`config.mk`:
```
export PLATFORM = sky130hd
export DESIGN_NAME = heartbeat_watchdog_flat
export DESIGN_NICKNAME = d
export VERILOG_FILES = /design/src/rtl/heartbeat_watchdog_pkg.sv /design/src/rtl/heartbeat_watchdog_if.sv /design/src/rtl/heartbeat_watchdog_sync_edge_det.sv /design/src/rtl/heartbeat_watchdog.sv /design/src/flat_wrapper.sv
export SDC_FILE = /design/constraint.sdc
export NUM_CORES = 1
export LEC_CHECK = 0
export CORE_MARGIN = 4
export CORE_UTILIZATION = 58
export CTS_CLUSTER_SIZE = 24
export DETAILED_ROUTE_END_ITERATION = 8
export PLACE_DENSITY = 0.74
export SKIP_CTS_REPAIR_TIMING = 1
export SYNTH_ARGS = -nofsm -noshare
export SYNTH_HDL_FRONTEND = slang
export SYNTH_SLANG_ARGS = --single-unit
```
`constraint.sdc`:
```
create_clock -name clk -period 2 [get_ports clk]
set_input_delay 0.4 -clock clk [delete_from_list [all_inputs] [get_ports clk]]
set_output_delay 0.4 -clock clk [all_outputs]
set_load 0.01 [all_outputs]
```
`src/rtl/heartbeat_watchdog_pkg.sv`:
```
// Shared definitions for the heartbeat watchdog: state encodings and the
// default timing parameters used by the top level.
package heartbeat_watchdog_pkg;

    localparam int WDG_CNT_W_DEF      = 24;
    localparam int WDG_TIMEOUT_DEF    = 1_000_000;
    localparam int WDG_WINDOW_MIN_DEF = 0;

    // 2'b11 is deliberately unused; the FSM treats it as a fault.
    typedef enum logic [1:0] {
        S_DIS = 2'b00,
        S_RUN = 2'b01,
        S_EXP = 2'b10
    } wdg_state_t;

endpackage

```
`src/rtl/heartbeat_watchdog_if.sv`:
```
// Control and status bundle between the machine controller side and the
// heartbeat watchdog.
interface heartbeat_watchdog_if;

    logic enable;
    logic heartbeat;
    logic ack_pulse;
    logic wdg_to;
    logic early_kick;
    logic armed;

    modport master (
        output enable, heartbeat, ack_pulse,
        input  wdg_to, early_kick, armed
    );

    modport slave (
        input  enable, heartbeat, ack_pulse,
        output wdg_to, early_kick, armed
    );

endinterface

```
`src/rtl/heartbeat_watchdog_sync_edge_det.sv`:
```
// Two-flop synchronizer plus history flop; emits a one-cycle pulse on every
// edge (rising or falling) of an asynchronous input. Reusable for the e-stop
// and acknowledge buttons.
module sync_edge_det (
    input  logic i_clk,
    input  logic i_rst_n,
    input  logic i_async,
    output logic o_edge
);

    logic r_s1;
    logic r_s2;
    logic r_s3;

    // Resynchronize the input and keep one cycle of history for edge detection
    always_ff @(posedge i_clk or negedge i_rst_n) begin
        if (!i_rst_n) begin
            r_s1 <= 1'b0;
            r_s2 <= 1'b0;
            r_s3 <= 1'b0;
        end else begin
            r_s1 <= i_async;
            r_s2 <= r_s1;
            r_s3 <= r_s2;
        end
    end

    assign o_edge = r_s2 ^ r_s3;

endmodule

```
`src/rtl/heartbeat_watchdog.sv`:
```
// Windowed heartbeat watchdog. Missing kicks (timeout) and kicks arriving
// before WINDOW_MIN cycles (window violation) both latch wdg_to until the
// operator acknowledge.
module heartbeat_watchdog
    import heartbeat_watchdog_pkg::*;
#(
    parameter int CNT_W      = WDG_CNT_W_DEF,
    parameter int TIMEOUT    = WDG_TIMEOUT_DEF,
    parameter int WINDOW_MIN = WDG_WINDOW_MIN_DEF
) (
    input  logic                 clk,
    input  logic                 rst_n,
    heartbeat_watchdog_if.slave  bus
);

    localparam logic [CNT_W-1:0] LP_LAST = CNT_W'(TIMEOUT - 1);

    wdg_state_t       r_state;
    wdg_state_t       w_state_nxt;
    logic [CNT_W-1:0] r_count;
    logic [CNT_W-1:0] w_count_nxt;
    logic             r_first;
    logic             w_first_nxt;
    logic             r_wdg_to;
    logic             w_wdg_to_nxt;
    logic             r_early;
    logic             w_early_nxt;
    logic             r_armed;
    logic             w_kick;
    logic             w_window_viol;

    sync_edge_det u_hb_sync (
        .i_clk   (clk),
        .i_rst_n (rst_n),
        .i_async (bus.heartbeat),
        .o_edge  (w_kick)
    );

    // The first kick after reset/enable/ack is exempt: it may be the
    // spurious edge left by the synchronizer's reset values.
    generate
        if (WINDOW_MIN > 0) begin : g_window
            localparam logic [CNT_W-1:0] LP_WMIN = CNT_W'(WINDOW_MIN);
            assign w_window_viol = !r_first && (r_count < LP_WMIN);
        end else begin : g_no_window
            assign w_window_viol = 1'b0;
        end
    endgenerate

    // Next-state, counter and fault flags; RUN checks are in priority order
    always_comb begin
        w_state_nxt  = r_state;
        w_count_nxt  = r_count;
        w_first_nxt  = r_first;
        w_wdg_to_nxt = r_wdg_to;
        w_early_nxt  = r_early;
        case (r_state)
            S_DIS: begin
                w_count_nxt  = '0;
                w_wdg_to_nxt = 1'b0;
                w_early_nxt  = 1'b0;
                if (bus.enable) begin
                    w_state_nxt = S_RUN;
                    w_first_nxt = 1'b1;
                end
            end
            S_RUN: begin
                if (!bus.enable) begin
                    w_state_nxt = S_DIS;
                    w_count_nxt = '0;
                end else if (w_kick && w_window_viol) begin
                    w_state_nxt  = S_EXP;
                    w_wdg_to_nxt = 1'b1;
                    w_early_nxt  = 1'b1;
                end else if (w_kick) begin
                    w_count_nxt = '0;
                    w_first_nxt = 1'b0;
                end else if (r_count == LP_LAST) begin
                    w_state_nxt  = S_EXP;
                    w_wdg_to_nxt = 1'b1;
                    w_early_nxt  = 1'b0;
                end else begin
                    w_count_nxt = r_count + 1'b1;
                end
            end
            S_EXP: begin
                // Kicks are ignored here; only the acknowledge leaves.
                if (bus.ack_pulse) begin
                    w_state_nxt  = S_RUN;
                    w_count_nxt  = '0;
                    w_first_nxt  = 1'b1;
                    w_wdg_to_nxt = 1'b0;
                    w_early_nxt  = 1'b0;
                end
            end
            default: begin
                // Corrupted state: fail safe into the latched fault.
                w_state_nxt  = S_EXP;
                w_wdg_to_nxt = 1'b1;
            end
        endcase
    end

    // State, counter and registered outputs; live (RUN) straight out of reset
    always_ff @(posedge clk or negedge rst_n) begin
        if (!rst_n) begin
            r_state  <= S_RUN;
            r_count  <= '0;
            r_first  <= 1'b1;
            r_wdg_to <= 1'b0;
            r_early  <= 1'b0;
            r_armed  <= 1'b1;
        end else begin
            r_state  <= w_state_nxt;
            r_count  <= w_count_nxt;
            r_first  <= w_first_nxt;
            r_wdg_to <= w_wdg_to_nxt;
            r_early  <= w_early_nxt;
            r_armed  <= (w_state_nxt == S_RUN);
        end
    end

    assign bus.wdg_to     = r_wdg_to;
    assign bus.early_kick = r_early;
    assign bus.armed      = r_armed;

endmodule

```
`src/flat_wrapper.sv`:
```
// flat-port wrapper written by rule: the top's interface ports become plain ports
module heartbeat_watchdog_flat import heartbeat_watchdog_pkg::*;
#(
    parameter int CNT_W      = WDG_CNT_W_DEF,
    parameter int TIMEOUT    = WDG_TIMEOUT_DEF,
    parameter int WINDOW_MIN = WDG_WINDOW_MIN_DEF
)
  (clk, rst_n, bus_enable, bus_heartbeat, bus_ack_pulse, bus_wdg_to, bus_early_kick, bus_armed);
  heartbeat_watchdog_if bus_i ();
  input  logic clk;
  input  logic rst_n;
  input wire logic [$bits(bus_i.enable)-1:0] bus_enable;
  input wire logic [$bits(bus_i.heartbeat)-1:0] bus_heartbeat;
  input wire logic [$bits(bus_i.ack_pulse)-1:0] bus_ack_pulse;
  output wire logic [$bits(bus_i.wdg_to)-1:0] bus_wdg_to;
  output wire logic [$bits(bus_i.early_kick)-1:0] bus_early_kick;
  output wire logic [$bits(bus_i.armed)-1:0] bus_armed;
  assign bus_i.enable = bus_enable;
  assign bus_i.heartbeat = bus_heartbeat;
  assign bus_i.ack_pulse = bus_ack_pulse;
  assign bus_wdg_to = bus_i.wdg_to;
  assign bus_early_kick = bus_i.early_kick;
  assign bus_armed = bus_i.armed;
  heartbeat_watchdog #(.CNT_W(CNT_W), .TIMEOUT(TIMEOUT), .WINDOW_MIN(WINDOW_MIN)) u_core (.clk(clk), .rst_n(rst_n), .bus(bus_i));
endmodule
```
==> impl_metrics.env, run 1 <==
export IMPL_clkPwrFrac_pct=33.0
export IMPL_ctsLongestPathBuffers=2
export IMPL_cp_max_fo=11
export IMPL_h_tree_depth=2
export IMPL_clk_latency_ns=0.34
export IMPL_fin_util_pct=74.1
export IMPL_ys_async_sr_fraction_pct=100
export IMPL_cp_buffers_inverters=1
export IMPL_clkTransAtPathRegs_ns=0.10
export IMPL_p_per_area_mw_per_mm2=550
export IMPL_slowest_stage="or4_4"
export IMPL_portBuffers=6
export IMPL_yosysTopAreaCellShare_pct=44.6
export IMPL_antenna_cells=0
export IMPL_cp_data_required_time_ns=2.26
export IMPL_p_sw_share_pct=23.7
export IMPL_yosysMostFrequentCell="dfrtp_1"
export IMPL_grt_pass1_wl_mm=5.83
export IMPL_synth_compound_area_share_pct=13.3
export IMPL_cp_top_family="simple AND/OR/NAND/NOR gates"
export IMPL_placed_area_mm2=0.00180
export IMPL_hpwl_mm=2.35
export IMPL_antenna_found_initial=0
export IMPL_core_rowCount=18
export IMPL_yosys_cell_types_count=41
export IMPL_fin_worst_skew_ns=0.0154
export IMPL_die_x_um=61.0
export IMPL_synthTopCellsByCount="dfrtp_1, o21ai_0, a21oi_1, nand2_1"
export IMPL_ys_seq_area_share_pct=47.8
export IMPL_startpoint_type="register"
export IMPL_hold_violations=0
export IMPL_ff_latch_area_um2=778
export IMPL_pwr_share_comb_pct=6.0
export IMPL_nets=199
export IMPL_worstPathCellList="ha_2, and3_4, nand4_1, o31ai_4, buf_6, or4_4, a21oi_2"
export IMPL_yosys_area_top_type="dfrtp_1"
export IMPL_maxSlewViolCount=0
export IMPL_cp_end_kind="register"
export IMPL_synthXorXnorAreaFrac_pct=5.38
export IMPL_status="finished, final reports clean"
export IMPL_yosys_warnings=0
export IMPL_yosys_top_cells_area="dfrtp_1, o21ai_0, xor2_1"
export IMPL_p_int_w=0.000799
export IMPL_holdCritPathClass="register to register"
export IMPL_cts_buffers=5
export IMPL_synth_area_per_cell_um2=9.46
export IMPL_seqPwrFrac_pct=61.0
export IMPL_synth_top_family_by_area="simple AND/OR/NAND/NOR gates"
export IMPL_worstSetupStartpoint="u_core.r_count[0]$_DFFE_PN0P_"
export IMPL_fmax_mhz=508
export IMPL_irDropWorstVdd_uv=599
export IMPL_die_area_mm2=0.00372
export IMPL_syn2layout_area_growth_pct=17.0
export IMPL_dp_cells=214
export IMPL_cts_root_buf="clkbuf_4"
export IMPL_drcViolationCount=0
export IMPL_ys_ff_latch=31
export IMPL_grt_pass1_vias=1366
export IMPL_yosys_most_used_dff="dfrtp_1"
export IMPL_viasPerCell=6.23
export IMPL_drive_above_1_share_pct=20.1
export IMPL_synthMuxAreaShare_pct=0
export IMPL_multi_input_area_um2=812
export IMPL_post_route_min_period_ns=1.97
export IMPL_slew_headroom_pct=65.9
export IMPL_initial_core_util_pct=63.4
export IMPL_drt_first_pass_iters=4
export IMPL_finalCritPeriodShare_pct=98.4
export IMPL_setup_tns_ns=0
export IMPL_arrival_ns=2.23
export IMPL_syn_cell_area_mm2=0.00163
export IMPL_dp_slack_ns=-0.397
export IMPL_wire_per_inst_um=15.3
export IMPL_grt_max_degree=32
export IMPL_final_cell_area_mm2=0.00190
export IMPL_worstMarginPinSlew_ns=0.505
export IMPL_synth_edf_count=0
export IMPL_worst_slack_ns=0.0326
export IMPL_syn_inst=172
export IMPL_final_cells=224
export IMPL_clock_sinks=31
export IMPL_drt_wl_total_mm=3.42
export IMPL_criticalPathCategory="register to register"
export IMPL_core_area_mm2=0.00257
export IMPL_synthSimpleGateAreaFrac_pct=28.4
export IMPL_final_antenna_net_count=0
export IMPL_hold_start="u_core.u_hb_sync.r_s1$_DFF_PN0_"
export IMPL_vias=1396
export IMPL_die_y_um=61.0
export IMPL_drtIter0Drc=55
export IMPL_overflow=0
export IMPL_grt_total_usage_pct=21.6
export IMPL_place_gp_congestion=0.866
export IMPL_maxCapViolations=0
export IMPL_r2r_start="u_core.r_count[0]$_DFFE_PN0P_"
export IMPL_n_fill_cell=194
export IMPL_synthAdderAreaFrac_pct=0.769
export IMPL_finalSetupViolCount=0
export IMPL_critPathMaxStageDelay_ns=0.52
export IMPL_cts_tree="done"
export IMPL_total_leakage_power_nw=0.788
export IMPL_io_pins=8
export IMPL_power_net_switching_w=0.000249
export IMPL_synth_nets=178
[registers in the layout, indices dropped and copies added (netlist names)]
name,count
u_core.bus.armed,1
u_core.bus.wdg_to,1
u_core.r_count,24
u_core.r_state,2
u_core.u_hb_sync.r_s1,1
u_core.u_hb_sync.r_s2,1
u_core.u_hb_sync.r_s3,1
[path summary, 6_finish.rpt]
| path | endpoint | slack, ns | cells past startpoint |
|---|---|---|---|
| worst max-delay path | u_core.r_count[22]$_DFFE_PN0P_ | 0.03 | 7 |
| worst min-delay path | u_core.u_hb_sync.r_s2$_DFF_PN0_ | 0.36 | 0 |
| worst max register to register | u_core.r_count[22]$_DFFE_PN0P_ | 0.03 | 7 |
| worst min register to register | u_core.u_hb_sync.r_s2$_DFF_PN0_ | 0.36 | 0 |
| max in group asynchronous | u_core.bus.armed$_DFF_PN1_ | 1.22 | 2 |
| min in group asynchronous | u_core.r_count[2]$_DFFE_PN0P_ | 0.44 | 2 |
[through the flow]
step / hold slack, ns / total power, W
floorplan: 0.104 / 0.000672
global placement: 0.333 / 0.000711
detailed placement: 0.340 / 0.000713
CTS: 0.360 / 0.00106
global route: 0.365 / 0.00111
finish: 0.359 / 0.00105
[area by class of cell]
cell class	instances	share of cell area, %
clock inverters	1	0.263
clock buffers	7	2.37
repair buffers	23	11.0
inverters	4	0.789
well taps	30	1.97
multi-input cells	128	42.7
flip-flops and latches	31	40.9
[metal layers]
metal	wire, um	vias to the layer above	track usage, %
met3	179	10	7.66
li1	-	664	-
met5	0	-	0
met1	1520	686	25.5
met2	1650	36	34.7
met4	81	0	11.1
[power groups by stage]
stage / sequential [W] / combinational [W] / clock, W
global route: 0.000640 / 0.0000704 / 0.000395
finish: 0.000639 / 0.0000627 / 0.000346
global placement: 0.000651 / 0.0000607 / 0
detailed placement: 0.000651 / 0.0000623 / 0
CTS: 0.000639 / 0.0000624 / 0.000361
floorplan: 0.000651 / 0.0000212 / 0
[cells in the final DEF (no fill, tap or decap), types with 2 or more instances in the layout]
cell type	count
clkbuf_4	5
nand3_1	11
o21ai_0	16
buf_6	2
dfrtp_1	29
xor2_1	9
a21oi_1	13
and2_1	3
and3_1	4
clkdlybuf4s50_1	5
nand4_1	9
or3_1	10
dfstp_2	2
buf_4	14
nor2b_1	2
clkbuf_1	2
nor2_1	11
inv_1	4
nand2_1	13
o31ai_1	2
[worst register-to-register path, delay by kind of cell (launching register included)]
family                     cells  cell delay [ns]
and+or+nand+nor                3             0.86
DFF                            1             0.40
AOI/OAI and AO/OA              2             0.27
buffers and inverters          1             0.16
adders and majority gates      1             0.20
[logic make-up (layout without fill, tap and decap cells)]
| family | after synthesis | in the layout |
|---|---|---|
| flip-flops | 31 | 31 |
| AND/OR/NAND/NOR | 79 | 79 |
| adder cells (fa/ha/maj) | 1 | 1 |
| XOR/XNOR | 10 | 10 |
| buffers and inverters | 13 | 35 |
| AO/OA/AOI/OAI | 37 | 37 |
| other | 1 | 1 |
(Power assumes the default switching activity.)
==> run 2: changes to the inputs <==
- TNS_END_PERCENT: unset -> 10
==> results of run 2 <==
Final layout, timing and power as in run 1 (identical DEF).
==> run 3: changes to the inputs <==
- CORE_UTILIZATION: 58 -> 59
- PLACE_DENSITY: 0.74 -> 0.75
- SKIP_CTS_REPAIR_TIMING: 1 -> unset
==> run 3 against run 2 <==
  * Register-to-register slack improved by 0.02 ns
  * Final area is 3.3% higher
  * Worst hold slack improved by 0.014 ns
  * Total power fell by 0.24%
  * Global-route usage up 0.39 points
  * Core utilization increased by 3.1 points
  * Via count is 1.2% lower
  * Critical path depth is the same
  * Largest cell class unchanged
==> impl_metrics.env, run 3 (synthesis gave the netlist of run 1 again) <==
export IMPL_critPathMaxStageDelay_ns=0.52
export IMPL_fmax_mhz=515
export IMPL_initial_core_util_pct=63.9
export IMPL_seqPwrFrac_pct=61.2
export IMPL_grt_max_degree=32
export IMPL_grt_pass1_wl_mm=6.00
export IMPL_clkTransAtPathRegs_ns=0.09
export IMPL_power_net_switching_w=0.000246
export IMPL_place_gp_congestion=0.825
export IMPL_drt_first_pass_iters=4
export IMPL_fin_total_pwr_w=0.00104
export IMPL_drive_above_1_share_pct=23.5
export IMPL_largest_reg_flops=24
export IMPL_hpwl_mm=2.34
export IMPL_maxSlewViolCount=0
export IMPL_startpoint_type="register"
export IMPL_cp_data_required_time_ns=2.26
export IMPL_maxCapViolations=0
export IMPL_grt_util_met3_pct=3.83
export IMPL_viasPerCell=6.10
export IMPL_grt_total_usage_pct=22.0
export IMPL_clock_sinks=31
export IMPL_irDropWorstVdd_uv=485
export IMPL_finalSetupViolCount=0
export IMPL_grt_pass1_vias=1314
export IMPL_die_y_um=60.5
export IMPL_worstReg2RegEnd="u_core.r_count[22]$_DFFE_PN0P_"
export IMPL_final_common_cell="dfrtp_1"
export IMPL_hold_violations=0
export IMPL_holdPathEnd="u_core.u_hb_sync.r_s2$_DFF_PN0_"
export IMPL_criticalPathCategory="register to register"
export IMPL_die_x_um=60.5
export IMPL_io_pins=8
export IMPL_fin_worst_skew_ns=0.00645
export IMPL_antenna_cells=0
export IMPL_core_rowCount=18
export IMPL_core_area_mm2=0.00254
export IMPL_total_leakage_power_nw=0.805
export IMPL_p_per_area_mw_per_mm2=532
export IMPL_finalCritPeriodShare_pct=97.2
export IMPL_vias=1379
export IMPL_h_tree_depth=2
export IMPL_drt_wl_total_mm=3.44
export IMPL_drtIter0Drc=62
export IMPL_overflow=0
export IMPL_cts_root_buf="clkbuf_4"
export IMPL_die_area_mm2=0.00366
export IMPL_reg2reg_slack_ns=0.06
export IMPL_fin_util_pct=77.2
export IMPL_cts_tree="done"
export IMPL_largest_registers="u_core.r_count x24, u_core.r_state x2"
export IMPL_met1_usage_pct=30.9
export IMPL_status="finished, final reports clean"
export IMPL_largest_register="u_core.r_count"
export IMPL_holdCritPathClass="register to register"
export IMPL_antenna_found_initial=0
export IMPL_hold_start="u_core.u_hb_sync.r_s1$_DFF_PN0_"
export IMPL_r2r_start="u_core.r_count[0]$_DFFE_PN0P_"
export IMPL_clkPwrFrac_pct=32.9
export IMPL_layout_common_cells="dfrtp_1, o21ai_0, buf_4"
export IMPL_cp_end_kind="register"
export IMPL_ctsLongestPathBuffers=2
export IMPL_setup_tns_ns=0
export IMPL_grt_busiest_layer="met2"
export IMPL_syn2layout_area_growth_pct=20.8
export IMPL_cp_max_fo=5
export IMPL_clk_latency_ns=0.32
export IMPL_wire_per_inst_um=15.2
export IMPL_slowest_stage="or4_1"
export IMPL_gr_usage_met2_pct=34.6
export IMPL_p_int_w=0.000799
export IMPL_cts_buffers=5
export IMPL_arrival_ns=2.20
export IMPL_portBuffers=6
export IMPL_post_route_min_period_ns=1.94
export IMPL_worstPathCellList="ha_2, and3_4, nand4_1, o31ai_4, buf_6, or4_1, a21oi_2"
export IMPL_pwr_share_comb_pct=5.9
export IMPL_worstHoldPathCells=0
export IMPL_drcViolationCount=0
export IMPL_final_antenna_net_count=0
export IMPL_reg2regPathDepth=7
export IMPL_p_sw_share_pct=23.5
export IMPL_nets=201
-- run 3: changes by cell type in the layout (fill, tap and decap cells not counted), sizes merged --
cell           before  now
clkdlybuf4s15       0    1
buf                17   18
-- run 3: worst max-delay path, delay by kind of cell, from the launching register on --
family          cells  cell delay (ns)
flops               1             0.39
buf+inv             1             0.16
fa+ha+maj           1             0.20
simple gates        3             0.90
compound gates      2             0.23
-- run 3: layer usage --
metal | wire length (um) | vias up
met2 | 1650 | 38
met3 | 193 | 6
met5 | 0 | -
li1 | - | 672
met1 | 1550 | 663
met4 | 47 | 0
-- run 3: cell type report --
cell class,count,area (um^2)
clock buffers,7,45.0
clock inverters,1,5.00
fillers,167,579
inverters,4,15.0
multi-input cells,128,847
flip-flops and latches,31,778
well taps,30,37.5
repair buffers,25,238
-- run 3: through the flow --
| stage | area, um^2 | worst slack, ns | std cells | hold WS (ns) |
|---|---|---|---|---|
| after floorplan | 1630 | 0.181 | 172 | 0.104 |
| after global placement | 1810 | -0.246 | 214 | 0.334 |
| after detailed placement | 1810 | -0.290 | 214 | 0.339 |
| after CTS | 1860 | 0.0371 | 222 | 0.361 |
| after global routing | 1970 | -0.00362 | 226 | 0.375 |
| final | 1970 | 0.0564 | 226 | 0.373 |
-- run 3: power groups by stage --
stage	Clock [W]	Sequential (W)	Combinational (W)
global placement	0	0.000651	0.0000599
global route	0.000380	0.000640	0.0000696
CTS	0.000350	0.000639	0.0000610
detailed placement	0	0.000651	0.0000609
floorplan	0	0.000651	0.0000212
finish	0.000344	0.000639	0.0000620
-- run 3: how the worst max path moves through the flow --
| stage | from | endpoint | cells after the start | slack [ns] |
|---|---|---|---|---|
| global placement | bus_ack_pulse | u_core.r_count[22]$_DFFE_PN0P_ | 7 | -0.25 |
| CTS | u_core.r_count[0]$_DFFE_PN0P_ | u_core.r_count[22]$_DFFE_PN0P_ | 7 | 0.04 |
| global route | u_core.r_count[1]$_DFFE_PN0P_ | u_core.r_count[14]$_DFFE_PN0P_ | 8 | -0.004 |
| finish | u_core.r_count[0]$_DFFE_PN0P_ | u_core.r_count[22]$_DFFE_PN0P_ | 7 | 0.06 |
| floorplan | u_core.r_count[0]$_DFFE_PN0P_ | u_core.r_count[16]$_DFFE_PN0P_ | 7 | 0.18 |
| detailed placement | bus_ack_pulse | u_core.r_count[22]$_DFFE_PN0P_ | 7 | -0.29 |
-- run 3: repair_timing --
action                                  in CTS  in global routing
hold buffers                                 0                  0
pin swaps                                    0                  5
gates cloned                                 0                  1
endpoints found under the hold margin        0                  0
resized for setup                            1                 13
buffers inserted                             0                  3
endpoints found under the setup margin       1                 14
